$ cat config.mk
export PLATFORM = sky130hd
export DESIGN_NAME = mfp_ahb_gpio_irq_slave_flat
export DESIGN_NICKNAME = d
export VERILOG_FILES = /design/src/rtl/mfp_ahb_gpio_irq_slave_if.sv /design/src/rtl/mfp_ahb_gpio_irq_slave.sv /design/src/flat_wrapper.sv
export SDC_FILE = /design/constraint.sdc
export NUM_CORES = 1
export LEC_CHECK = 0
export ABC_AREA = 1
export ABC_CLOCK_PERIOD_IN_PS = 10700
export BUFFER_PORTS_ARGS = -buffer_cell sky130_fd_sc_hd__buf_2
export CORE_ASPECT_RATIO = 1.25
export CORE_MARGIN = 2
export CORE_UTILIZATION = 45
export CTS_BUF_LIST = sky130_fd_sc_hd__clkbuf_8
export CTS_CLUSTER_DIAMETER = 80
export DETAILED_ROUTE_END_ITERATION = 10
export PLACE_DENSITY = 0.8
export SYNTH_ARGS = -nofsm -noshare
export SYNTH_HDL_FRONTEND = slang
export SYNTH_SLANG_ARGS = --single-unit
$ cat constraint.sdc
create_clock -name HCLK -period 10.7 [get_ports HCLK]
set_input_delay 2.675 -clock HCLK [delete_from_list [all_inputs] [get_ports HCLK]]
set_output_delay 2.675 -clock HCLK [all_outputs]
set_load 0.1 [all_outputs]
$ cat src/rtl/mfp_ahb_gpio_irq_slave_if.sv
// AHB-Lite slave bus bundle for the GPIO/IRQ peripheral.
// The master modport drives the address/control/write data; the slave returns read data and status.
interface mfp_ahb_gpio_irq_slave_if;
  logic [31:0] HADDR;
  logic [2:0]  HSIZE;
  logic [1:0]  HTRANS;
  logic        HWRITE;
  logic        HSEL;
  logic [31:0] HWDATA;
  logic [31:0] HRDATA;
  logic        HREADY;
  logic        HRESP;

  modport master (
    output HADDR, HSIZE, HTRANS, HWRITE, HSEL, HWDATA,
    input  HRDATA, HREADY, HRESP
  );

  modport slave (
    input  HADDR, HSIZE, HTRANS, HWRITE, HSEL, HWDATA,
    output HRDATA, HREADY, HRESP
  );
endinterface

$ cat src/rtl/mfp_ahb_gpio_irq_slave.sv
// Zero-wait-state AHB-Lite GPIO block with per-pin output enables,
// synchronised inputs and rise/fall edge interrupts latched in a W1C status register.
module mfp_ahb_gpio_irq_slave #(
  parameter int GPIO_WIDTH  = 16,
  parameter int SYNC_STAGES = 2
) (
  input  logic                  HCLK,
  input  logic                  HRESET,
  mfp_ahb_gpio_irq_slave_if.slave bus,
  input  logic [GPIO_WIDTH-1:0] GPIO_In,
  output logic [GPIO_WIDTH-1:0] GPIO_Out,
  output logic [GPIO_WIDTH-1:0] GPIO_OutEn,
  output logic                  IRQ
);

  localparam logic [3:0] OFF_DOUT     = 4'd0;
  localparam logic [3:0] OFF_DIR      = 4'd1;
  localparam logic [3:0] OFF_DIN      = 4'd2;
  localparam logic [3:0] OFF_RISE_EN  = 4'd3;
  localparam logic [3:0] OFF_FALL_EN  = 4'd4;
  localparam logic [3:0] OFF_STATUS   = 4'd5;
  localparam logic [3:0] OFF_DOUT_SET = 4'd6;
  localparam logic [3:0] OFF_DOUT_CLR = 4'd7;

  logic [GPIO_WIDTH-1:0] sync_q [SYNC_STAGES];
  logic [GPIO_WIDTH-1:0] din;
  logic [GPIO_WIDTH-1:0] din_d;

  logic [GPIO_WIDTH-1:0] dout, dir, rise_en, fall_en, status;
  logic [GPIO_WIDTH-1:0] dout_nxt, dir_nxt, rise_en_nxt, fall_en_nxt, status_nxt;
  logic [GPIO_WIDTH-1:0] status_clr, edge_set;
  logic [GPIO_WIDTH-1:0] wmask, wbits;
  logic [GPIO_WIDTH-1:0] rdata_w;
  logic [31:0]           rdata;

  logic       dp_valid;
  logic       dp_write;
  logic [3:0] dp_addr;
  logic [3:0] dp_mask;
  logic [3:0] addr_mask;
  logic       accept;
  logic       wr_en;
  logic       unused_bus;

  assign bus.HREADY = 1'b1;
  assign bus.HRESP  = 1'b0;
  assign unused_bus = ^{bus.HADDR[31:6], bus.HTRANS[0], bus.HWDATA};

  assign accept = bus.HSEL & bus.HTRANS[1] & bus.HREADY;
  assign wr_en  = dp_valid & dp_write;

  always_comb begin
    addr_mask = 4'b1111;
    case (bus.HSIZE)
      3'b000:  addr_mask = 4'b0001 << bus.HADDR[1:0];
      3'b001:  addr_mask = bus.HADDR[1] ? 4'b1100 : 4'b0011;
      default: addr_mask = 4'b1111;
    endcase
  end

  always_ff @(posedge HCLK or posedge HRESET) begin
    if (HRESET) begin
      dp_valid <= 1'b0;
      dp_write <= 1'b0;
      dp_addr  <= '0;
      dp_mask  <= '0;
    end else begin
      dp_valid <= accept;
      if (accept) begin
        dp_write <= bus.HWRITE;
        dp_addr  <= bus.HADDR[5:2];
        dp_mask  <= addr_mask;
      end
    end
  end

  always_ff @(posedge HCLK or posedge HRESET) begin
    if (HRESET) begin
      for (int i = 0; i < SYNC_STAGES; i++) sync_q[i] <= '0;
      din_d <= '0;
    end else begin
      sync_q[0] <= GPIO_In;
      for (int i = 1; i < SYNC_STAGES; i++) sync_q[i] <= sync_q[i-1];
      din_d <= din;
    end
  end

  assign din      = sync_q[SYNC_STAGES-1];
  assign edge_set = (din & ~din_d & rise_en) | (~din & din_d & fall_en);

  // Expand the byte-lane mask onto the implemented pin bits
  always_comb begin
    wmask = '0;
    for (int i = 0; i < GPIO_WIDTH; i++) wmask[i] = dp_mask[i >> 3];
    wbits = bus.HWDATA[GPIO_WIDTH-1:0] & wmask;
  end

  always_comb begin
    dout_nxt    = dout;
    dir_nxt     = dir;
    rise_en_nxt = rise_en;
    fall_en_nxt = fall_en;
    status_clr  = '0;
    if (wr_en) begin
      case (dp_addr)
        OFF_DOUT:     dout_nxt    = (dout & ~wmask) | wbits;
        OFF_DIR:      dir_nxt     = (dir & ~wmask) | wbits;
        OFF_RISE_EN:  rise_en_nxt = (rise_en & ~wmask) | wbits;
        OFF_FALL_EN:  fall_en_nxt = (fall_en & ~wmask) | wbits;
        OFF_STATUS:   status_clr  = wbits;
        OFF_DOUT_SET: dout_nxt    = dout | wbits;
        OFF_DOUT_CLR: dout_nxt    = dout & ~wbits;
        default:      ;
      endcase
    end
    // A new edge in the same cycle as a W1C keeps the flag set
    status_nxt = (status & ~status_clr) | edge_set;
  end

  always_ff @(posedge HCLK or posedge HRESET) begin
    if (HRESET) begin
      dout    <= '0;
      dir     <= '0;
      rise_en <= '0;
      fall_en <= '0;
      status  <= '0;
    end else begin
      dout    <= dout_nxt;
      dir     <= dir_nxt;
      rise_en <= rise_en_nxt;
      fall_en <= fall_en_nxt;
      status  <= status_nxt;
    end
  end

  always_comb begin
    rdata_w = '0;
    if (dp_valid && !dp_write) begin
      case (dp_addr)
        OFF_DOUT:    rdata_w = dout;
        OFF_DIR:     rdata_w = dir;
        OFF_DIN:     rdata_w = din;
        OFF_RISE_EN: rdata_w = rise_en;
        OFF_FALL_EN: rdata_w = fall_en;
        OFF_STATUS:  rdata_w = status;
        default:     rdata_w = '0;
      endcase
    end
    rdata                 = '0;
    rdata[GPIO_WIDTH-1:0] = rdata_w;
  end

  assign bus.HRDATA = rdata;
  assign GPIO_Out   = dout;
  assign GPIO_OutEn = dir;
  assign IRQ        = |status;

endmodule

$ cat src/flat_wrapper.sv
// flat-port wrapper written by rule: the top's interface ports become plain ports
module mfp_ahb_gpio_irq_slave_flat 
#(
  parameter int GPIO_WIDTH  = 16,
  parameter int SYNC_STAGES = 2
)
  (HCLK, HRESET, GPIO_In, GPIO_Out, GPIO_OutEn, IRQ, bus_HADDR, bus_HSIZE, bus_HTRANS, bus_HWRITE, bus_HSEL, bus_HWDATA, bus_HRDATA, bus_HREADY, bus_HRESP);
  mfp_ahb_gpio_irq_slave_if bus_i ();
  input  logic HCLK;
  input  logic HRESET;
  input  logic [GPIO_WIDTH-1:0] GPIO_In;
  output logic [GPIO_WIDTH-1:0] GPIO_Out;
  output logic [GPIO_WIDTH-1:0] GPIO_OutEn;
  output logic IRQ;
  input wire logic [$bits(bus_i.HADDR)-1:0] bus_HADDR;
  input wire logic [$bits(bus_i.HSIZE)-1:0] bus_HSIZE;
  input wire logic [$bits(bus_i.HTRANS)-1:0] bus_HTRANS;
  input wire logic [$bits(bus_i.HWRITE)-1:0] bus_HWRITE;
  input wire logic [$bits(bus_i.HSEL)-1:0] bus_HSEL;
  input wire logic [$bits(bus_i.HWDATA)-1:0] bus_HWDATA;
  output wire logic [$bits(bus_i.HRDATA)-1:0] bus_HRDATA;
  output wire logic [$bits(bus_i.HREADY)-1:0] bus_HREADY;
  output wire logic [$bits(bus_i.HRESP)-1:0] bus_HRESP;
  assign bus_i.HADDR = bus_HADDR;
  assign bus_i.HSIZE = bus_HSIZE;
  assign bus_i.HTRANS = bus_HTRANS;
  assign bus_i.HWRITE = bus_HWRITE;
  assign bus_i.HSEL = bus_HSEL;
  assign bus_i.HWDATA = bus_HWDATA;
  assign bus_HRDATA = bus_i.HRDATA;
  assign bus_HREADY = bus_i.HREADY;
  assign bus_HRESP = bus_i.HRESP;
  mfp_ahb_gpio_irq_slave #(.GPIO_WIDTH(GPIO_WIDTH), .SYNC_STAGES(SYNC_STAGES)) u_core (.HCLK(HCLK), .HRESET(HRESET), .bus(bus_i), .GPIO_In(GPIO_In), .GPIO_Out(GPIO_Out), .GPIO_OutEn(GPIO_OutEn), .IRQ(IRQ));
endmodule
==> qor.txt <==
Total Routing Usage GR -> 22.75%
WS Path Type -> reg2out
Ys flop type -> dfrtp_1
Root buffer cell -> clkbuf_8
Worst hold-check path type -> reg2reg
Ratio of cells with drive above 1 in the final layout -> 19.15%
Setup bufs post-CTS -> 0
RSZ-0062 raised after global routing -> no
Fill count -> 1,295
Initial Util -> 45.89%
Number of nets in the layout -> 924
Buffers on Ports -> 94
Via count -> 5,509
Cell taking the most area after synthesis -> dfrtp_1
Post-synth cell types -> 28
Final setup violation count -> 0
Final Power -> 1916 uW
DRT Pass-1 Iters -> 6
Crit path capture type -> output port
Register area -> 3403 um2
Worst path arrival time -> 2700 ps
Sequential fraction of the synthesis area -> 53.69%
Routed Antenna Nets -> 0
CP max stage delay -> 780 ps
Die height -> 136.7 um
Fin. Hold Viols -> 0
CTS Sinks -> 136
Final HPWL DP -> 10,740 um
VDD IR max -> 0.0001766 V
Startpoint types -> flip-flop
Routing usage on met3 -> 4.381%
Buf+Inv Stages, Crit Path -> 2
Drt total wl -> 16,300 um
Critical path peak fanout -> 34
Mapped Cells -> 755
Met1 Resource Use GR -> 30.13%
Remaining DRCs -> 0
Initial antenna violation count -> 0
Top cell type's share of synthesized area -> 53.69%
Worst Max-Slew Pin Slew -> 993.1 ps
Clock buffer depth -> 2
Slowest-stage cell, CP -> nor2_4
Period minus WS final -> 5372 ps
Boundary Pins -> 156
Static Leakage -> 0.003588 uW
Post-synth EDFFs -> 0
Largest net degree at the start of global routing -> 81
Cell with the most instances after synthesis -> nand2_1
Vias in the first global route -> 5,142
Post-Syn Area -> 6339 um2
CTS tree -> built
CTS Hold Bufs -> 0
Setup TNS -> 0 ps
Detailed router's first-iteration violation count -> 552
Highest clock rate -> 0.1862 GHz
Max-cap violation count -> 0
GR Overflow Total -> 0
Grt met2 use -> 35.11%
Top cells by area, synth -> dfrtp_1, nand2_1, nand3_1, inv_1, buf_4
Post-synth ARST share -> 100.0%
Final worst path period share -> 50.21%
Post-CTS resize count -> 0
Max-Slew Margin vs Limit -> 33.79%
Routed length per placed instance -> 15.97 um
Layout area overhead -> 13.30%
PD cells -> 266.7 nW/um2
CTS clk-pin slew, worst paths -> 70 ps
Cell breakdown of the critical path -> nor2_4 > nand3_1 > nand2_1 > inv_1 > a21oi_1 > buf_2
# diodes -> 0
Core Box Area -> 13,810 um2
Die ar. -> 15,060 um2
Number of synthesized register bits -> 136
Synthesized area per cell -> 8.395 um2
CTS buffer count -> 17
Die X -> 110.2 um
Final Wtd Congestion -> 0.8716
CTS H-Tree Depth -> 4
Top cells by count, synth -> nand2_1, dfrtp_1, nand3_1, inv_1, nor2_1
GRT busiest layer -> met2
Worst-skew pair later-pin latency -> 440 ps
Req. time, crit path -> 8030 ps
Num rows -> 48
Top delay family on crit path -> simple AND/OR/NAND/NOR gates
Multi-input gate area -> 2439 um2
Syn. warnings -> 0
First-pass GRT wire length -> 25,760 um
Status -> finished, final reports clean
Vias per cell -> 5.396
Fin. max-slew vios -> 0
Clk_skew -> 8.040 ps
[through the flow]
stage	cells	hold WS [ps]	setup slack [ps]	utilization, %	cell area, um2
2_1_floorplan	771	331.2	4386	-	6399
3_3_place_gp	991	332.3	5855	49.33	6814
3_5_place_dp	991	334.7	5837	49.33	6814
4_1_cts	1021	350.6	5341	51.99	7182
5_1_grt	1021	356.0	5210	51.99	7182
6_report	1021	349.6	5328	51.99	7182
[power breakdown]
group	switching [uW]	leakage (uW)	internal, uW
logic	657	0.00192	131
registers	102	0.00150	629
clock network	195	0.000171	202
total	954	0.00359	962
[worst register-to-register path, stage by stage (launching register included)]
cell	delay, ps
dfrtp_1	430
nor2_4	110
buf_4	570
nand3_2	590
nor2_1	680
o22ai_1	160
[cells by family (layout without fill, tap and decap cells)]
group           Yosys count  in the layout  share of synthesized area, %
simple gates            393            393                         27.04
flops                   136            136                         53.69
buf+inv                 119            194                         8.942
compound gates          105            105                         10.21
other cells               2             18                        0.1185
[final cells by class]
class,count,share of cell area [%]
repair buffers,98,6.969
inverters,66,3.519
clock inverters,13,1.864
clock buffers,17,3.258
well taps,175,3.049
multi-input cells,516,33.95
flip-flops and latches,136,47.39
[cells in the final DEF (no fill, tap or decap), drive strengths merged]
cell / instances
clkbuf: 17
a22oi: 2
dfrtp: 136
nand2: 209
clkinv: 5
clkinvlp: 6
a31oi: 9
conb: 18
bufinv: 2
nand3b: 7
o22ai: 9
nand3: 124
nor4: 2
nor2: 37
o21ai: 62
nor3b: 1
o221ai: 6
a21oi: 17
nor3: 13
inv: 66
buf: 98
[layer usage]
layer	up-vias	part of all wire [%]
met3	45	9.0
met1	2547	41
met4	0	3.4
li1	2615	-
met5	-	0
met2	302	47
[worst paths after layout]
check                                  start            endpoint  slack, ps  cells after the start
max                        u_core.dp_addr[0]       bus_HRDATA[8]       5330                      6
min                        u_core.sync_q[25]       u_core.din[9]        350                      0
max reg2reg                u_core.dp_addr[2]           flip-flop       8020                      5
min reg2reg                u_core.sync_q[25]       u_core.din[9]        350                      0
max in group asynchronous             HRESET  u_core.GPIO_Out[4]       7070                      3
min in group asynchronous             HRESET   u_core.sync_q[27]       2250                      2
Note: power is estimated with default switching activity, not from simulation.
